### src/rtl/dmem_pkg.sv
// Shared definitions for the data-memory arbiter: FSM states and RV32 funct3 codes.
package dmem_pkg;

  typedef enum logic {
    ST_IDLE   = 1'b0,
    ST_ACCESS = 1'b1
  } state_e;

  localparam logic [2:0] LB  = 3'b000;
  localparam logic [2:0] LH  = 3'b001;
  localparam logic [2:0] LW  = 3'b010;
  localparam logic [2:0] LBU = 3'b100;
  localparam logic [2:0] LHU = 3'b101;
  localparam logic [2:0] SB  = 3'b000;
  localparam logic [2:0] SH  = 3'b001;
  localparam logic [2:0] SW  = 3'b010;

endpackage

### src/rtl/dmem_align_check.sv
// Combinational misalignment detector: words need addr[1:0]==0, halves need addr[0]==0.
module dmem_align_check #(
  parameter int DM_ADDRESS = 9
) (
  input  logic [2:0]            funct3_i,
  input  logic [DM_ADDRESS-1:0] addr_i,
  output logic                  misaligned_o
);

  assign misaligned_o = ((funct3_i[1:0] == 2'b10) && (addr_i[1:0] != 2'b00)) ||
                        ((funct3_i[1:0] == 2'b01) && addr_i[0]);

endmodule

### src/rtl/dmem_arbiter.sv
// Two-requester data-memory arbiter, one access per two cycles (IDLE -> ACCESS -> IDLE).
// Define DMEM_ARB_RR_EN for round-robin arbitration; default is fixed priority to requester 0.
// Handshake: a request transfers on a rising edge where rN_valid && rN_ready; a requester
// holds valid and its request fields stable until that edge.
module dmem_arbiter
  import dmem_pkg::*;
#(
  parameter int DM_ADDRESS = 9,
  parameter int DATA_W     = 32
) (
  input  logic                  clk,
  input  logic                  reset,
  input  logic                  r0_valid,
  output logic                  r0_ready,
  input  logic                  r0_we,
  input  logic [DM_ADDRESS-1:0] r0_addr,
  input  logic [DATA_W-1:0]     r0_wdata,
  input  logic [2:0]            r0_funct3,
  output logic                  r0_rvalid,
  output logic [DATA_W-1:0]     r0_rdata,
  output logic                  r0_err,
  input  logic                  r1_valid,
  output logic                  r1_ready,
  input  logic                  r1_we,
  input  logic [DM_ADDRESS-1:0] r1_addr,
  input  logic [DATA_W-1:0]     r1_wdata,
  input  logic [2:0]            r1_funct3,
  output logic                  r1_rvalid,
  output logic [DATA_W-1:0]     r1_rdata,
  output logic                  r1_err,
  output logic                  MemRead,
  output logic                  MemWrite,
  output logic [DM_ADDRESS-1:0] a,
  output logic [DATA_W-1:0]     wd,
  output logic [2:0]            Funct3,
  input  logic [DATA_W-1:0]     rd,
  output state_e                state_o
);

  state_e                state_q, state_d;
  logic                  we_q, we_d;
  logic [DM_ADDRESS-1:0] addr_q, addr_d;
  logic [DATA_W-1:0]     wdata_q, wdata_d;
  logic [2:0]            funct3_q, funct3_d;
  logic                  id_q, id_d;
  logic                  rvalid_q, rvalid_d;
  logic                  rid_q, rid_d;
  logic [DATA_W-1:0]     rdata_q, rdata_d;
  logic                  err_q, err_d;
  logic                  gnt_id;
  logic                  hs;
  logic                  in_access;
  logic                  misaligned;

  // gnt_id names the winner whenever at least one requester is valid.
`ifdef DMEM_ARB_RR_EN
  logic ptr_q, ptr_d;

  assign gnt_id = (r0_valid && r1_valid) ? ptr_q : !r0_valid;

  always_comb begin
    ptr_d = ptr_q;
    if (hs) ptr_d = ~gnt_id;
  end

  always_ff @(posedge clk) begin
    if (reset) ptr_q <= 1'b0;
    else       ptr_q <= ptr_d;
  end
`else
  assign gnt_id = !r0_valid;
`endif

  assign hs        = (state_q == ST_IDLE) && !reset && (r0_valid || r1_valid);
  assign r0_ready  = hs && !gnt_id;
  assign r1_ready  = hs && gnt_id;
  assign in_access = (state_q == ST_ACCESS);

  dmem_align_check #(.DM_ADDRESS(DM_ADDRESS)) u_align (
    .funct3_i     (funct3_q),
    .addr_i       (addr_q),
    .misaligned_o (misaligned)
  );

  always_comb begin
    state_d  = state_q;
    we_d     = we_q;
    addr_d   = addr_q;
    wdata_d  = wdata_q;
    funct3_d = funct3_q;
    id_d     = id_q;
    rvalid_d = 1'b0;
    rid_d    = id_q;
    rdata_d  = '0;
    err_d    = 1'b0;
    case (state_q)
      ST_IDLE: begin
        if (hs) begin
          state_d  = ST_ACCESS;
          we_d     = gnt_id ? r1_we     : r0_we;
          addr_d   = gnt_id ? r1_addr   : r0_addr;
          wdata_d  = gnt_id ? r1_wdata  : r0_wdata;
          funct3_d = gnt_id ? r1_funct3 : r0_funct3;
          id_d     = gnt_id;
        end
      end
      ST_ACCESS: begin
        state_d  = ST_IDLE;
        rvalid_d = 1'b1;
        err_d    = misaligned;
        if (!we_q && !misaligned) rdata_d = rd;
      end
      default: state_d = ST_IDLE;
    endcase
  end

  always_ff @(posedge clk) begin
    if (reset) begin
      state_q  <= ST_IDLE;
      we_q     <= 1'b0;
      addr_q   <= '0;
      wdata_q  <= '0;
      funct3_q <= '0;
      id_q     <= 1'b0;
      rvalid_q <= 1'b0;
      rid_q    <= 1'b0;
      rdata_q  <= '0;
      err_q    <= 1'b0;
    end else begin
      state_q  <= state_d;
      we_q     <= we_d;
      addr_q   <= addr_d;
      wdata_q  <= wdata_d;
      funct3_q <= funct3_d;
      id_q     <= id_d;
      rvalid_q <= rvalid_d;
      rid_q    <= rid_d;
      rdata_q  <= rdata_d;
      err_q    <= err_d;
    end
  end

  // A misaligned access still spends its ACCESS cycle but never strobes the memory.
  assign MemRead  = in_access && !we_q && !misaligned;
  assign MemWrite = in_access && we_q && !misaligned;
  assign a        = in_access ? addr_q   : '0;
  assign wd       = in_access ? wdata_q  : '0;
  assign Funct3   = in_access ? funct3_q : '0;

  assign r0_rvalid = rvalid_q && !rid_q;
  assign r1_rvalid = rvalid_q && rid_q;
  assign r0_rdata  = r0_rvalid ? rdata_q : '0;
  assign r1_rdata  = r1_rvalid ? rdata_q : '0;
  assign r0_err    = r0_rvalid && err_q;
  assign r1_err    = r1_rvalid && err_q;
  assign state_o   = state_q;

endmodule

### config.mk
export PLATFORM = sky130hd
export DESIGN_NAME = dmem_arbiter
export DESIGN_NICKNAME = d
export VERILOG_FILES = /design/src/rtl/dmem_pkg.sv /design/src/rtl/dmem_align_check.sv /design/src/rtl/dmem_arbiter.sv
export SDC_FILE = /design/constraint.sdc
export NUM_CORES = 1
export LEC_CHECK = 0
export BUFFER_PORTS_ARGS = -buffer_cell sky130_fd_sc_hd__buf_2
export CORE_MARGIN = 2
export CORE_UTILIZATION = 33
export DETAILED_ROUTE_END_ITERATION = 8
export MAX_ROUTING_LAYER = met4
export PLACE_DENSITY = 0.8
export SETUP_SLACK_MARGIN = 0.5
export SYNTH_ARGS = -nofsm -noshare
export SYNTH_HDL_FRONTEND = slang
export SYNTH_SLANG_ARGS = --single-unit
### constraint.sdc
create_clock -name clk -period 1.32 [get_ports clk]
set_clock_uncertainty 0.05 [all_clocks]
set_input_delay 0.132 -clock clk [delete_from_list [all_inputs] [get_ports clk]]
set_output_delay 0.132 -clock clk [all_outputs]
set_load 0.03 [all_outputs]
# Yosys cells after proc, flatten, opt, wreduce, memory -nomap -nowiden
# Index checks and enable logic that the tools add are counted.
classes:
  n_eq_ne: 2
  mux: 12
  n_bitwise: 2
  n_reduce_logical: 26
op_table:
  columns: ["op", "n"]
  rows:
  - ["$mux W32", 4]
  - ["$mux W9", 2]
  - ["$logic_and A1 B1 Y1", 15]
  - ["$mux W3", 2]
  - ["$logic_not A1 Y1", 5]
  - ["$mux W1", 3]
  - ["$reduce_or A3 Y1", 1]
  - ["$eq A2 B1 Y1 const B", 1]
  - ["$eq A2 B2 Y1 const B", 1]
  - ["$logic_or A1 B1 Y1", 2]
  - ["$not A1 Y1", 2]
  - ["$pmux W1 S2", 1]
  - ["$reduce_and A2 Y1", 1]
  - ["$reduce_bool A2 Y1", 1]
  - ["$reduce_or A2 Y1", 1]
word_totals:
  regBits: 82
  input_bits: 126
  out_inout_bits: 117
  word_cells: 52

# Longest topological paths before layout
# Gate-level depths: netlist of the first run.
depth:
  word_depth: 7
  mapped_depth: 5
  depth_no_buf: 3

# By module
# Synthesis of the first run repeated with hierarchy kept, for this count alone.
hier_totals:
  cells_unflattened: 420
  hier_area_um2: 4030.1
by_module_without_submodules:
  columns: ["module", "instances", "cells_each", "area_per_inst_um2", "seq_area_each_um2"]
  rows:
  - ["dmem_arbiter", 1, 416, 4003.8, 1641.6]
  - ["dmem_align_check", 1, 4, 26.3, 0.0]

# Least setup slack after synthesis of the first run
# Ideal clock, no wire load.
synth_timing:
  kind: "register to output"
  from: "reg state_q (netlist: state_o)"
  to: "out MemRead"
  t_arrival_ns: 1.534
  t_required_ns: 1.138
  slack_ns: -0.396
  path_stages_with_launch: 4
  n_path_buf: 1
  path_cell_list: "dfxtp_1 > o211a_1 > clkbuf_1 > nor2b_1"
synth_via:
  elab_chain_len: 2
synth_rtl:
  columns: ["element", "line", "rtl"]
  rows:
  - ["start, declared", "dmem_arbiter.sv:40", "state_e state_q, state_d;"]
  - ["start signal, assigned", "dmem_arbiter.sv:130", "state_q <= state_d;"]
  - ["$logic_and A1 B1 Y1 (2 in a row)", "dmem_arbiter.sv:144", "assign MemRead = in_access && !we_q && !misaligned;"]
  - ["end, declared", "dmem_arbiter.sv:31", "output logic MemRead,"]
# Every way passes these cells.

# Worst setup path after layout of the first run
layout_timing:
  from: "reg rid_q"
  to: "out r1_rdata[2]"
layout_via:
  elab_chain_len: 2
layout_rtl:
  columns: ["element", "line", "rtl"]
  rows:
  - ["start, declared", "dmem_arbiter.sv:47", "logic rid_q, rid_d;"]
  - ["start signal, assigned", "dmem_arbiter.sv:137", "rid_q <= rid_d;"]
  - ["$logic_and A1 B1 Y1", "dmem_arbiter.sv:151", "assign r1_rvalid = rvalid_q && rid_q;"]
  - ["$mux W32", "dmem_arbiter.sv:153", "assign r1_rdata = r1_rvalid ? rdata_q : '0;"]
  - ["end, declared", "dmem_arbiter.sv:29", "output logic [DATA_W-1:0] r1_rdata,"]
# Every way passes these cells.

==> results of run 1 <==
## worst paths after layout
kind | endpoint | from
max | r1_rdata[2] | rid_q$_SDFF_PP0_
min | wdata_q[2]$_SDFFE_PP0P_ | r1_wdata[2]
max reg2reg | funct3_q[1]$_SDFFE_PP0P_ | state_o$_SDFF_PP0_
min reg2reg | wdata_q[26]$_SDFFE_PP0P_ | wdata_q[26]$_SDFFE_PP0P_
## cells in the final DEF (no fill, tap or decap), types with 2 or more instances in the layout
cell           instances
clkbuf_8               9
dfxtp_4                4
nor2_1                 2
and3_4                53
and3_1                12
buf_2                126
buf_8                  4
buf_6                114
dlygate4sd3_1         32
buf_12                10
clkbuf_1               2
buf_16                15
a21o_1                46
a22o_1                45
clkinv_2               3
dfxtp_2                3
buf_4                 25
dfxtp_1               75
nor2b_4                3
and2_4                80
clkbuf_16              9
## stage by stage
step / area (um2) / cells / worst slack (ps) / hold slack [ps]
after floorplan: 4120 / 368 / 32.0 / 151
after global placement: 5410 / 731 / -36.2 / 307
after CTS: 7140 / 810 / -268 / -8.18
after detailed placement: 5410 / 731 / -60.9 / 311
final: 7640 / 824 / -250 / -3.80
after global routing: 7640 / 824 / -303 / -8.73
## area by class of cell
type / instances / area (um2) / area share (%)
clock inverters: 4 / 45.0 / 0.590
flip-flops and latches: 82 / 1660 / 21.7
inverters: 1 / 3.75 / 0.0491
clock buffers: 11 / 131 / 1.72
well taps: 140 / 175 / 2.29
repair buffers: 336 / 3350 / 43.9
multi-input cells: 250 / 2270 / 29.7
## where the power goes
part | internal (mW) | switching (mW)
Clock | 0.856 | 0.893
Combinational | 0.926 | 0.678
Sequential | 2.63 | 0.113
Total | 4.41 | 1.68
## registers in the layout, summed over array words and instances (netlist names)
signal    flops
addr_q        9
err_q         1
funct3_q      3
id_q          1
rdata_q      32
rid_q         1
rvalid_q      1
state_o       1
wdata_q      32
we_q          1
## kinds of logic (layout without fill, tap and decap cells)
kind of cell | count (synthesis) | count (layout)
simple gates | 155 | 155
compound gates | 95 | 95
flops | 82 | 82
buf+inv | 36 | 352
## routing by layer
layer  track usage [%]  wire length (um)  vias up
met5                 -                 0        -
met4              8.70               469        0
met3              5.61              1060       35
met2              47.1              9000      226
met1              27.4              6300     2012
li1                  -                 -     1928
## worst register-to-register path, cell delays in order (launching register included)
cell and delay (ps):
dfxtp_4 400, nor4b_4 300, buf_6 170, buf_6 130
buf_12 130, a22o_1 140, a21o_1 90
## repair_timing
action,in CTS,in global routing
hold endpoints to repair,42,5
pin swaps,6,58
gates resized for setup,230,57
gates cloned,16,11
setup endpoints to repair,197,198
buffers inserted,16,3
==> flow_summary.yaml, run 1 <==
power:
  powerDensity_nw_per_um2: 798
  vdd_drop_max_mv: 0.689
  p_leak_nw: 3.94
  power_mw: 6.10
sta:
  layout_setup_ws_ps: -250
  totalNegativeSetupSlack_ps: -30120
  max_freq_mhz: 637
  rsz0062_at_grt: "yes"
  maxSlewViolCount: 0
  hold_violations: 2
  setup_viol: 169
  slew_headroom_pct: 77.0
  period_share_pct: 119
  hold_slack_ps: -3.80
  fin_crit_ps: 1570
  worstMarginPinSlew_ps: 345
setup_path:
  r2r.worst_path.cells: 6
  max_stage_delay_ps: 380
  path_cells: "bufbuf_16 -> and3_4 -> buf_4"
  arrival_ps: 1390
  crit_family: "buffers and inverters"
  critical_path.slowest_cell: "dfxtp_4"
  crit_type: "flip-flop to primary output"
  startpoint_type: "flip-flop"
  worstPathMaxFanout: 17
  cp_num_buf_inv: 2
  cp-end-kind: "primary output"
  worst-path-stages: 3
  critPathRequiredTime_ps: 1140
  r2r_slack_ps: -140
detailed_routing:
  drcViolationCount: 0
  drt_wl_total_um: 16800
  first_pass_iters: 5
  vias_per_cell: 5.10
  via_count: 4201
  drt_iter0_drc: 210
  routedWlPerCell_um: 20.4
  antenna_left: 0
yosys:
  ys_warn_count: 0
  synth_ff_type: "dfxtp_1"
  synth_edf_count: 0
  synth_xor_area_share_pct: 0
  synthCells: 368
  synth_adder_area_share_pct: 0
  syn_avg_cell_area_um2: 9.71
  netlist_top_cells_count: "dfxtp_1, and2_1, and3_1, a21o_1, a22o_1"
  synth_most_common_cell: "dfxtp_1"
  synth-seq-area-share_pct: 45.9
  synth_area_um2: 3570
  ys_seq_elements: 82
  yosys.area.top_type: "dfxtp_1"
  synth_top_family_by_area: "simple AND/OR/NAND/NOR gates"
  synthSimpleGateAreaFrac_pct: 27.3
  synth_fp_nets: 494
  synth.distinct_cells: 20
  synth_top_area_share_pct: 45.9
  synth_area_leaders: "dfxtp_1, and2_1, and3_1, a22o_1, a21o_1"
  muxShareOfSynthArea_pct: 0
  synth_compound_area_share_pct: 21.5
  async_flop_share_pct: 0
clock_tree:
  clock_latency_ps: 370
  cts_tree: "yes"
  clkTransAtPathRegs_ps: 80
  root_buffer: "clkbuf_8"
  h-tree-depth: 3
  clkSinkCount: 82
  numCtsBuffers: 9
  ctsLongestPathBuffers: 2
  ctsHoldBuffers: 32
floorplanning:
  core-area_um2: 10700
  die_x_um: 108
  initial_core_util_pct: 33.4
  die-area_um2: 11700
  pin_count: 243
  rows: 38
  die_y_um: 108
place:
  placement.io_buffers: 242
  dpl.hpwl_um: 8200
  gp_congestion: 0.768
worst_hold_path:
  hold_class: "input port to flip-flop"
  whs_path_depth: 3
layout:
  diodes: 0
  nFillCells: 733
  layout.nets: 806
  area_growth_pct: 114
  drive_gt1_share_pct: 68.1
  fin_util_pct: 71.4
global_routing:
  grt_use_total_pct: 25.8
  grt_pass1_wl_um: 22000
  grt_max_degree: 46
  grt_antenna_before_repair: 0
  grt_pass1_vias: 4100
  grt.overflow.total: 0
flow_run:
  maxCapViolCount: 0
outcome:
  status: "complete, but fails checks"
  failed_checks: "hold timing, setup timing"
No activity file was read; power rests on OpenSTA's default activity.
==> run 2, diff against run 1 <==
- PLACE_DENSITY: 0.8 -> 0.75
==> run 2 against run 1 <==
Against the previous run: the run ends with setup timing left; critical path depth is the same; count of clock-buffer cells in the layout unchanged; worst setup slack barely moved; fmax hardly changed; first-iteration DRC count decreased by 24%; final cell count is 0.49% lower; wire length shrank 11%.
==> flow_summary.yaml, run 2 (synthesis results as in run 1) <==
global_routing:
  grt_pass1_wl_um: 19600
  grt_pass1_vias: 3991
  grt_max_degree: 37
  grt.overflow.total: 0
  grt_use_total_pct: 22.0
  grt_antenna_before_repair: 0
detailed_routing:
  drt_iter0_drc: 159
  via_count: 4109
  drcViolationCount: 0
  drt_wl_total_um: 15000
  vias_per_cell: 5.01
  first_pass_iters: 4
  antenna_left: 0
  routedWlPerCell_um: 18.3
sta:
  hold_violations: 0
  maxSlewViolCount: 0
  layout_setup_ws_ps: -250
  setup_viol: 175
  max_freq_mhz: 637
  fin_crit_ps: 1570
  rsz0062_at_grt: "yes"
  period_share_pct: 119
  totalNegativeSetupSlack_ps: -27130
  slew_headroom_pct: 80.7
  worstMarginPinSlew_ps: 289
worst_hold_path:
  hold_class: "input port to flip-flop"
floorplanning:
  rows: 38
  die_x_um: 108
  die_y_um: 108
  pin_count: 243
  initial_core_util_pct: 33.4
  core-area_um2: 10700
  die-area_um2: 11700
layout:
  layout.cells.non_filler: 820
  diodes: 0
  fin_util_pct: 70.1
  layout.nets: 801
  final_common_cell: "buf_6"
  area_growth_pct: 110
  reg_top3: "rdata_q (32), wdata_q (32), addr_q (9)"
  drive_gt1_share_pct: 66.8
  final_cell_mix: "buf_6, buf_2, and2_4, dfxtp_1"
  nFillCells: 750
power:
  p_seq_share_pct: 45.8
  vdd_drop_max_mv: 0.622
  p_sw_mw: 1.64
  p_leak_nw: 3.88
  p_comb_share_pct: 24.5
  power_mw: 5.99
  switching_share_pct: 27.4
  pwr-share-clk_pct: 29.7
  powerDensity_nw_per_um2: 800
  intPower_mw: 4.35
place:
  gp_congestion: 0.722
  pre_cts_ws_ps: -65.2
  placement.io_buffers: 242
  dp.cells: 733
  dpl.hpwl_um: 8150
clock_tree:
  ctsLongestPathBuffers: 2
  clock_latency_ps: 350
  h-tree-depth: 3
  clkTransAtPathRegs_ps: 90
  root_buffer: "clkbuf_8"
  numCtsBuffers: 9
  cts_tree: "yes"
  clkSinkCount: 82
setup_path:
  crit_path_frequent_cell: "buf_6"
  max_stage_delay_ps: 400
  cp-end-kind: "primary output"
  critPathRequiredTime_ps: 1140
  worstPathMaxFanout: 6
  cp_num_buf_inv: 2
  startpoint_type: "flip-flop"
  crit_family: "flip-flops"
  path_cells: "nor4b_4 -> buf_6 -> buf_6"
  critical_path.slowest_cell: "dfxtp_4"
  arrival_ps: 1390
  crit_type: "flip-flop to primary output"
outcome:
  failed_checks: "setup timing"
  status: "complete, but fails checks"
flow_run:
  maxCapViolCount: 0
## run 2: power by group through the flow
stage / Combinational [mW] / Sequential, mW / Clock, mW
after global placement: 0.955 / 2.78 / 0
final: 1.47 / 2.74 / 1.78
after floorplan: 0.634 / 2.76 / 0
after CTS: 1.24 / 2.73 / 1.81
after detailed placement: 0.983 / 2.79 / 0
after global routing: 1.55 / 2.76 / 1.91
## run 2: per-layer routing
layer | wire [um] | vias to the layer above | part of all wire [%] | global-route usage (%)
met5 | 0 | - | 0 | -
met3 | 1010 | 23 | 6.7 | 4.28
met4 | 295 | 0 | 2.0 | 7.69
met1 | 5720 | 1972 | 38 | 24.3
li1 | - | 1909 | - | -
met2 | 7990 | 205 | 53 | 39.4
## run 2: path summary, 6_finish.rpt
path,cells past startpoint,slack [ps],endpoint,start
worst max-delay path,3,-250,r1_ready,state_o$_SDFF_PP0_
worst min-delay path,3,20,wdata_q[10]$_SDFFE_PP0P_,r1_wdata[10]
worst max register to register,6,-200,wdata_q[14]$_SDFFE_PP0P_,state_o$_SDFF_PP0_
worst min register to register,1,410,wdata_q[25]$_SDFFE_PP0P_,wdata_q[25]$_SDFFE_PP0P_
## run 2: final cells by class
cell class / instances / area (um2) / area share (%)
well taps: 140 / 175 / 2.34
multi-input cells: 250 / 2230 / 29.8
clock inverters: 5 / 55.1 / 0.735
clock buffers: 11 / 131 / 1.75
inverters: 1 / 3.75 / 0.0501
repair buffers: 331 / 3240 / 43.2
flip-flops and latches: 82 / 1660 / 22.1
## run 2: tightest hold or removal path: stages
cell and delay [ps]:
buf_2 70, a22o_1 110, a21o_1 70
## run 2: what timing repair did
| item | in CTS | in global routing |
|---|---|---|
| resized for setup | 199 | 119 |
| buffers inserted | 9 | 11 |
| endpoints found under the hold margin | 33 | 0 |
| cloned | 8 | 11 |
| pin swaps | 6 | 18 |
| hold buffers | 32 | 0 |
| setup endpoints to repair | 198 | 198 |
## run 2: through the flow
step                      area [um2]  hold slack, ps
after floorplan                 4120             151
after global placement          5410             306
after detailed placement        5410             312
after CTS                       6770           -2.62
after global routing            7490            11.4
final                           7490            21.2
